## config.mk

```make
export PLATFORM = sky130hd
export DESIGN_NAME = serial_frame_ctrl
export DESIGN_NICKNAME = d
export VERILOG_FILES = /design/src/rtl/serial_frame_ctrl.sv
export SDC_FILE = /design/constraint.sdc
export NUM_CORES = 1
export LEC_CHECK = 0
export CELL_PAD_IN_SITES_DETAIL_PLACEMENT = 2
export CELL_PAD_IN_SITES_GLOBAL_PLACEMENT = 2
export CORE_MARGIN = 4
export CORE_UTILIZATION = 31
export DETAILED_ROUTE_END_ITERATION = 7
export GPL_TIMING_DRIVEN = 1
export PLACE_DENSITY_LB_ADDON = 0.1
export SKIP_CTS_REPAIR_TIMING = 1
export SLEW_MARGIN = 25
export SYNTH_ARGS = -nofsm -noshare
export SYNTH_HDL_FRONTEND = slang
export SYNTH_SLANG_ARGS = --single-unit
export TNS_END_PERCENT = 50
```

## constraint.sdc

```tcl
create_clock -name clk -period 1.6 [get_ports clk]
set_input_delay 0.48 -clock clk [delete_from_list [all_inputs] [get_ports clk]]
set_output_delay 0.48 -clock clk [all_outputs]
set_load 0.03 [all_outputs]
```

## src/rtl/serial_frame_ctrl.sv

```systemverilog
// Serial frame receiver: hunts a start pattern, reads a channel+length header,
// then forwards a length-counted payload with per-bit valid strobes.
//
//  state   | meaning
//  --------+-------------------------------------------------------
//  HUNT    | shifting serin, looking for START_PAT
//  HDR     | collecting CH_W+LEN_W header bits, channel first
//  PAYLOAD | forwarding payload bits until remaining count expires
module serial_frame_ctrl #(
    parameter int                 START_W   = 4,
    parameter logic [START_W-1:0] START_PAT = 4'b0110,
    parameter int                 CH_W      = 2,
    parameter int                 LEN_W     = 4
) (
    input  logic                 clk,
    input  logic                 rst_n,
    input  logic                 serin,
    input  logic                 serin_en,
    input  logic                 abort,
    output logic                 out_bit,
    output logic                 out_valid,
    output logic [CH_W-1:0]      out_ch,
    output logic [2**CH_W-1:0]   ch_busy,
    output logic                 frame_done,
    output logic                 frame_err,
    output logic                 busy
);

    localparam int NCH   = 2**CH_W;
    localparam int HDR_W = CH_W + LEN_W;
    localparam int HC_W  = $clog2(HDR_W + 1);

    typedef enum logic [1:0] {HUNT, HDR, PAYLOAD} state_t;

    state_t             state;
    logic [START_W-2:0] sr;
    logic [HDR_W-2:0]   hdr_sr;
    logic [HC_W-1:0]    hdr_cnt;
    logic [LEN_W-1:0]   rem;

    logic [START_W-1:0] sr_next;
    logic [HDR_W-1:0]   hdr_next;
    logic               hdr_last;
    logic [CH_W-1:0]    hdr_ch;
    logic [LEN_W-1:0]   hdr_len;
    logic [NCH-1:0]     hdr_onehot;

    // The bit arriving this cycle takes part in both the start match and the header latch.
    always_comb begin
        sr_next    = {sr, serin};
        hdr_next   = {hdr_sr, serin};
        hdr_last   = (hdr_cnt == HC_W'(HDR_W - 1));
        hdr_ch     = hdr_next[HDR_W-1 -: CH_W];
        hdr_len    = hdr_next[LEN_W-1:0];
        hdr_onehot = NCH'(1) << hdr_ch;
    end

    always_ff @(posedge clk) begin
        if (!rst_n) begin
            state      <= HUNT;
            sr         <= '0;
            hdr_sr     <= '0;
            hdr_cnt    <= '0;
            rem        <= '0;
            out_bit    <= 1'b0;
            out_valid  <= 1'b0;
            out_ch     <= '0;
            ch_busy    <= '0;
            frame_done <= 1'b0;
            frame_err  <= 1'b0;
            busy       <= 1'b0;
        end else begin
            out_valid  <= 1'b0;
            frame_done <= 1'b0;
            frame_err  <= 1'b0;
            if (abort) begin
                if (state != HUNT) begin
                    frame_err <= 1'b1;
                end
                state   <= HUNT;
                busy    <= 1'b0;
                sr      <= '0;
                hdr_cnt <= '0;
                rem     <= '0;
                ch_busy <= '0;
            end else if (serin_en) begin
                case (state)
                    HUNT: begin
                        sr <= sr_next[START_W-2:0];
                        if (sr_next == START_PAT) begin
                            state   <= HDR;
                            busy    <= 1'b1;
                            hdr_cnt <= '0;
                        end
                    end
                    HDR: begin
                        hdr_sr  <= hdr_next[HDR_W-2:0];
                        hdr_cnt <= hdr_cnt + HC_W'(1);
                        if (hdr_last) begin
                            out_ch  <= hdr_ch;
                            hdr_cnt <= '0;
                            if (hdr_len == '0) begin
                                state     <= HUNT;
                                busy      <= 1'b0;
                                frame_err <= 1'b1;
                                sr        <= '0;
                            end else begin
                                state   <= PAYLOAD;
                                rem     <= hdr_len;
                                ch_busy <= hdr_onehot;
                            end
                        end
                    end
                    PAYLOAD: begin
                        out_valid <= 1'b1;
                        out_bit   <= serin;
                        rem       <= rem - LEN_W'(1);
                        // Clearing sr keeps payload bits out of the next start match.
                        if (rem == LEN_W'(1)) begin
                            frame_done <= 1'b1;
                            ch_busy    <= '0;
                            state      <= HUNT;
                            busy       <= 1'b0;
                            sr         <= '0;
                        end
                    end
                    default: begin
                        state <= HUNT;
                        busy  <= 1'b0;
                    end
                endcase
            end
        end
    end

endmodule

```

After elaboration in Yosys (flattened, before gate mapping):

Index checks and enable logic that the tools add are counted.

* register bits: 28
* bits in latches: 0
* bits in writable memories: 0
* memory bits (read-only): 0
* output and inout port bits: 11
* memories: 0

* $add $sub $neg: 2
* $mul: 0
* divide/modulo/power cells: 0
* $lt $le $gt $ge: 0
* eq/ne operators: 10
* shift-type cells: 1
* mux-type cells: 32
* bitwise logic cells: 4
* reductions and logical operators: 18

Operators by type and width (count)
* 4-bit two-way mux: 5
* 4-bit case mux with 2 select lines: 2
* 3-bit two-way mux: 5
* 5-bit AND reduction: 3
* 1-bit two-way mux: 12
* 4-bit AND reduction: 3
* 2-bit inequality test, second input constant: 5
* 3-bit case mux with 3 select lines: 1
* 3-bit AND reduction: 3
* 2-bit two-way mux: 4
* 2-bit case mux with 3 select lines: 1
* 3-bit case mux with 2 select lines: 1
* 2-bit nonzero test: 3
* 4-bit by 1-bit == test with 1-bit output, second input constant: 1
* 4-bit by 3-bit == test with 1-bit output, second input constant: 1
* 4-bit zero test: 1
* 1-bit inverter: 4
* 4-bit OR reduction: 1
* 1-bit by 2-bit left shift with 4-bit output, first input constant: 1
* 4-bit by 1-bit subtractor with 4-bit output, second input constant: 1
* 3-bit by 1-bit adder with 3-bit output, second input constant: 1
* 3-bit == test, second input constant: 1
* 1-bit case mux with 3 select lines: 1
* 3-bit nonzero test: 1
* 5 further kinds: 5

Depth between registers and ports, before layout:

Gate-level depths: netlist (run 1).

* depth in word-level cells: 6
* mapped depth: 7
* depth with buffers taken out: 6

Worst setup path before layout (run 1):

No wires, ideal clock.

* path type: register -> register
* from: reg rem[0]
* to: reg busy
* setup time: 0.130 ns
* arrival: 1.576 ns
* required time: 1.470 ns
* setup slack: -0.106 ns
* stages on the path, launching flop included: 6
* buffers on the path: 0
* clock period less this slack: 1.706 ns
* cells stage by stage: dfxtp_1 ha_1 or3b_4 a21o_1 o311ai_4 o41ai_2

* cells in the longest elaborated chain, start to end: 3

RTL lines
* start, declared: line 39 `logic [LEN_W-1:0] rem;`
* start signal, assigned: line 109 `rem <= hdr_len;`
* start signal, assigned: line 117 `rem <= rem - LEN_W'(1);`
* 4-bit by 1-bit == test with 1-bit output: line 119 `if (rem == LEN_W'(1)) begin`
* 2-bit inequality test (no source line)
* 5-bit AND reduction (no source line)
* end signal, assigned: line 104 `busy <= 1'b0;`
* end signal, assigned: line 123 `busy <= 1'b0;`
* end signal, assigned: line 129 `busy <= 1'b0;`
* end, declared: line 26 `output logic busy`

Every way passes these cells.
A chain may end at the register's enable or synchronous reset.

Worst setup path in the final report (run 1):

* from: reg rem[1]
* to: reg busy

Same word-level chain as after synthesis.

==> flow_summary.json, run 1 <==
{
  "outcome": "finished with violations",
  "gr-total-overflow": 0,
  "fmax_ghz": 0.570,
  "syn-num-nets": 188,
  "min_from": "ch_busy[1]$_SDFFE_PP0P_",
  "dr.pass1.iters": 4,
  "ctsRootBufferMaster": "clkbuf_8",
  "arrival_ps": 1940,
  "rows": 25,
  "ys.flop_type": "dfxtp_1",
  "power_frac_clock": 0.369,
  "ys_seq_area_frac": 0.357,
  "worst_pin_slew_ps": 380,
  "synth_edf_count": 0,
  "cts.clk_slew.worst_paths_ps": 110,
  "antennaDiodeCount": 0,
  "critPathLaunchType": "flip-flop",
  "yosysWarnings": 0,
  "postSynthAreaPerCell_um2": 8.92,
  "pwr-share-comb": 0.083,
  "place_congestion": 0.803,
  "swShare": 0.242,
  "ant_nets": 0,
  "final-hold-violation-count": 0,
  "cts_buffer_depth": 2,
  "start_util": 0.326,
  "final_cell_mix": "buf_4 (44), dfxtp_1 (18), nand2_1 (16)",
  "grt_pass1_vias": 1667,
  "final_area_mm2": 0.00246,
  "synthCells": 176,
  "leakagePower_nw": 1.13,
  "crit_type": "reg2reg",
  "totalPowerFinal_mw": 1.27,
  "ios": 16,
  "cp_data_required_time_ps": 1780,
  "ys_ff_latch": 28,
  "maxCapViolCount": 0,
  "io_buffers": 15,
  "num_vias": 1626,
  "clock-sinks": 28,
  "path_cells": "inv_2 > ha_1 > or3b_4 > a21o_4 > o41ai_2",
  "clk_latency_ps": 290,
  "coreArea_mm2": 0.00482,
  "finalSetupViolations": 10,
  "maxSlewViolCount": 0,
  "violations": "negative setup slack",
  "cts_tree": "built",
  "antenna_found_initial": 0,
  "worst_slew_margin_rel": 0.745,
  "final_layout_size_suffix_gt1_frac": 0.443,
  "area_growth_pct": 56.7,
  "pwr-share-seq": 0.548,
  "drc_errors": 0,
  "slowest_stage": "or3b_4",
  "initialDrtViolationCount": 86,
  "finalNetCount": 248,
  "grt_max_degree": 16,
  "routed_wl_um": 6750,
  "p_sw_uw": 308,
  "synth_cell_types": 45,
  "ir_worst_vdd_v": 0.000383,
  "die_h_um": 79.2,
  "rsz0062_at_grt": "true",
  "finalCritPeriodShare": 1.10,
  "dp_hpwl_um": 4180,
  "track_usage": 0.176,
  "grt_pass1_wl_um": 8670,
  "internal-power_uw": 964,
  "crit_path_max_fanout": 7,
  "drt-wirelength-per-cell_um": 22.4,
  "h-tree-depth": 1,
  "cp-startpoint": "rem[1]$_SDFFE_PP0P_",
  "powerDensity_mw_per_mm2": 517,
  "vias_per_cell": 5.38,
  "hp-class": "reg2reg",
  "die_x_um": 79.2,
  "final_common_cell": "buf_4",
  "critPathMaxStageDelay_ps": 420,
  "end_kind": "flip-flop",
  "clock_skew_ps": 5.87,
  "cts-buffers-inserted": 3,
  "die_area_mm2": 0.00627,
  "setup_ws_ps": -156,
  "fin_crit_ps": 1760,
  "pre_cts_ws_ps": -724,
  "async_flop_share": 0,
  "postPlaceCellArea_mm2": 0.00207,
  "synth_area_mm2": 0.00157,
  "r2r-start": "rem[1]$_SDFFE_PP0P_"
}
synth_stat cells (4+ instances only):
cell type	number	area, µm²
a21oi_1	12	60.1
dfxtp_1	28	561
clkbuf_1	6	22.5
ha_1	7	87.6
inv_1	7	26.3
nor2b_1	13	81.3
nor2_1	9	33.8
nand2_1	16	60.1
nand4_1	4	25.0
nand3_1	4	20.0
mux2i_1	11	110
nand3b_1	5	37.5
o21ai_0	7	35.0
stage by stage:
step           cells  hold slack [ps]   util  setup TNS (ps)
3_3_place_gp     288              448  0.429          -10510
3_5_place_dp     288              465  0.429          -12470
2_1_floorplan    176              439      -               0
4_1_cts          292              480  0.440           -7040
5_1_grt          302              508  0.511           -1160
6_report         302              479  0.511            -489
power by group through the flow:
stage	clock [mW]	sequential, mW	combinational [mW]
5_1_grt	0.505	0.697	0.113
3_5_place_dp	0	0.714	0.0875
4_1_cts	0.474	0.698	0.0884
2_1_floorplan	0	0.714	0.0391
6_report	0.470	0.697	0.106
3_3_place_gp	0	0.714	0.0832
path summary, 6_finish.rpt:
check	slack (ps)	end	cells past startpoint
setup / recovery	-160	busy$_SDFFE_PP0P_	5
hold / removal	480	ch_busy[1]$_SDFFE_PP0P_	2
setup reg to reg	-160	busy$_SDFFE_PP0P_	5
hold reg to reg	480	ch_busy[1]$_SDFFE_PP0P_	2
critical path, delay by kind of cell (launching register included):
kind / cells / cell delay [ps]
adders and majority gates: 1 / 130
and+or+nand+nor: 1 / 420
AOI/OAI and AO/OA: 2 / 700
DFF: 1 / 340
buffers and inverters: 1 / 60
per-layer routing:
metal	share of wire	GRT usage	wire, µm	vias up
met1	0.43	0.227	2930	840
met5	0	0	0	-
met4	0.015	0.0344	104	0
met3	0.019	0.0159	126	8
li1	-	-	-	751
met2	0.53	0.320	3600	27
final cells by class:
cell class,count,area [µm²]
Sequential cell,28,576
Tap cell,67,83.8
Multi-Input combinational cell,133,1160
Clock buffer,4,55.1
Fill cell,522,2360
Timing Repair Buffer,63,562
Inverter,7,26.3
registers in the layout, summed over array words and instances (netlist names):
signal and count:
busy 1, hdr_cnt 3, frame_err 1, state 2
frame_done 1, hdr_sr 5, out_valid 1, ch_busy 4
rem 4, out_bit 1, out_ch 2, sr 3
logic make-up (layout without fill, tap and decap cells):
family	after synthesis	count (layout)	share of synthesized area
AOI/OAI and AO/OA	45	45	0.214
xor gates and xnor gates	1	1	0.00558
adders and majority gates	7	7	0.0558
buffers and inverters	15	74	0.0375
DFF	28	28	0.357
muxes	12	12	0.0773
and+or+nand+nor	68	68	0.253
Power figures use the tool's default switching activity.
==> run 2, diff against run 1 <==
Settings changed: REMOVE_ABC_BUFFERS set to 1.
==> run 2 against run 1 <==
Compared with the run above: the run still ends with negative setup slack left; sequential cell count stayed put; utilization is 2.3 points lower; cell area is 4.6% lower; die area stayed put; fmax is 6.1% higher; non-clock buffer count is 4 lower; sequential power hardly changed; wire length is 15% lower.
==> flow_summary.json, run 2 (synthesized netlist as in run 1, its figures left out) <==
{
  "outcome": "finished with violations",
  "violations": "negative setup slack",
  "maxSlewViolCount": 0,
  "drt-wirelength-per-cell_um": 19.3,
  "antenna_found_initial": 0,
  "maxCapViolCount": 0,
  "cp_top_family": "compound AO/OA/AOI/OAI gates",
  "hp-class": "reg2reg",
  "slowest_stage": "or3b_4",
  "clock-sinks": 28,
  "path_buf_inv": 1,
  "worst_slew_margin_rel": 0.741,
  "critPathMaxStageDelay_ps": 410,
  "fin_crit_ps": 1650,
  "io_buffers": 15,
  "grt_pass1_vias": 1758,
  "fin_setup_tns_ps": -55.7,
  "num_vias": 1560,
  "crit_path_max_fanout": 7,
  "die_h_um": 79.2,
  "post-route-util": 0.487,
  "routed_wl_um": 5760,
  "postPlaceCellArea_mm2": 0.00209,
  "path_cells": "inv_2 > ha_4 > or3b_4 > a21o_4 > o311ai_4 > o41ai_2",
  "finalSetupViolations": 2,
  "coreArea_mm2": 0.00482,
  "start_util": 0.326,
  "rsz0062_at_grt": "true",
  "crit_type": "reg2reg",
  "worst_pin_slew_ps": 387,
  "fmax_ghz": 0.605,
  "track_usage": 0.175,
  "place_congestion": 0.766,
  "area_growth_pct": 49.5,
  "rows": 25,
  "initialDrtViolationCount": 45,
  "clk_latency_ps": 280,
  "final-hold-violation-count": 0,
  "die_x_um": 79.2,
  "critPathLaunchType": "flip-flop",
  "final_area_mm2": 0.00235,
  "dr.pass1.iters": 4,
  "gr-total-overflow": 0,
  "die_area_mm2": 0.00627,
  "clock_skew_ps": 3.28,
  "grt_pass1_wl_um": 8710,
  "cts_tree": "built",
  "final_layout_size_suffix_gt1_frac": 0.381,
  "cts-buffers-inserted": 3,
  "largest_reg_flops": 5,
  "h-tree-depth": 1,
  "cp_data_required_time_ps": 1770,
  "setup_ws_ps": -54.2,
  "arrival_ps": 1830,
  "n_fill_cell": 523,
  "grt_max_degree": 16,
  "finalNetCount": 244,
  "cts_buffer_depth": 2,
  "final_cell_mix": "buf_4 (40), dfxtp_1 (21), nand2_1 (16)",
  "whs_ps": 463,
  "end_kind": "flip-flop",
  "vias_per_cell": 5.23,
  "ant_nets": 0,
  "regMostFlops": "hdr_sr",
  "final_common_cell": "buf_4",
  "leakagePower_nw": 1.09,
  "dp_hpwl_um": 4160,
  "antennaDiodeCount": 0,
  "pre_cts_ws_ps": -751,
  "finalCritPeriodShare": 1.03,
  "ctsRootBufferMaster": "clkbuf_8",
  "powerDensity_mw_per_mm2": 541,
  "ios": 16,
  "ir_worst_vdd_v": 0.000480,
  "drc_errors": 0,
  "top_regs": "hdr_sr x5, ch_busy x4, rem x4",
  "cts.clk_slew.worst_paths_ps": 110
}
## run 2: changes by cell type in the layout (fill, tap and decap cells not counted), moves of 2 or more
cell / change
dfxtp_1: +3
a21oi_2: -2
dfxtp_2: -2
nand3_1: +2
buf_4: -4
a21oi_1: +3
## run 2: path summary, 6_finish.rpt
check	startpoint	to	slack [ps]	cells past startpoint
worst max-delay path	rem[1]$_SDFFE_PP0P_	busy$_SDFFE_PP0P_	-50	6
worst min-delay path	ch_busy[1]$_SDFFE_PP0P_	ch_busy[1]$_SDFFE_PP0P_	460	2
worst max register to register	rem[1]$_SDFFE_PP0P_	busy$_SDFFE_PP0P_	-50	6
worst min register to register	ch_busy[1]$_SDFFE_PP0P_	ch_busy[1]$_SDFFE_PP0P_	460	2
## run 2: power breakdown
group          switching, mW  internal, mW
combinational         0.0516        0.0509
clock                  0.248         0.221
sequential           0.00156         0.697
total                  0.301         0.969
## run 2: stage by stage
stage	cells	power, mW
after global routing	298	1.31
after detailed placement	291	0.811
after global placement	291	0.806
after CTS	295	1.27
final	298	1.27
after floorplan	168	0.746
## run 2: cell type report
class	instances	area [µm²]	share of cell area
clock buffer	4	55.1	0.0235
multi-input combinational	133	1080	0.462
inverter	7	26.3	0.0112
tap	67	83.8	0.0357
timing repair buffer	59	529	0.225
sequential	28	569	0.243
## run 2: worst register-to-register path, stage by stage, from the launching register on
cell      delay [ps]
dfxtp_2          350
inv_2             70
ha_4             110
or3b_4           410
a21o_4           280
o311ai_4         230
o41ai_2          110
## run 2: routing by layer
| layer | part of all wire | wire length [µm] | track usage | vias to the layer above |
|---|---|---|---|---|
| met5 | 0 | 0 | 0 | - |
| met4 | 0.0040 | 23 | 0.0275 | 0 |
| met3 | 0.024 | 136 | 0.0340 | 4 |
| met2 | 0.54 | 3090 | 0.324 | 21 |
| met1 | 0.44 | 2510 | 0.212 | 790 |
| li1 | - | - | - | 745 |
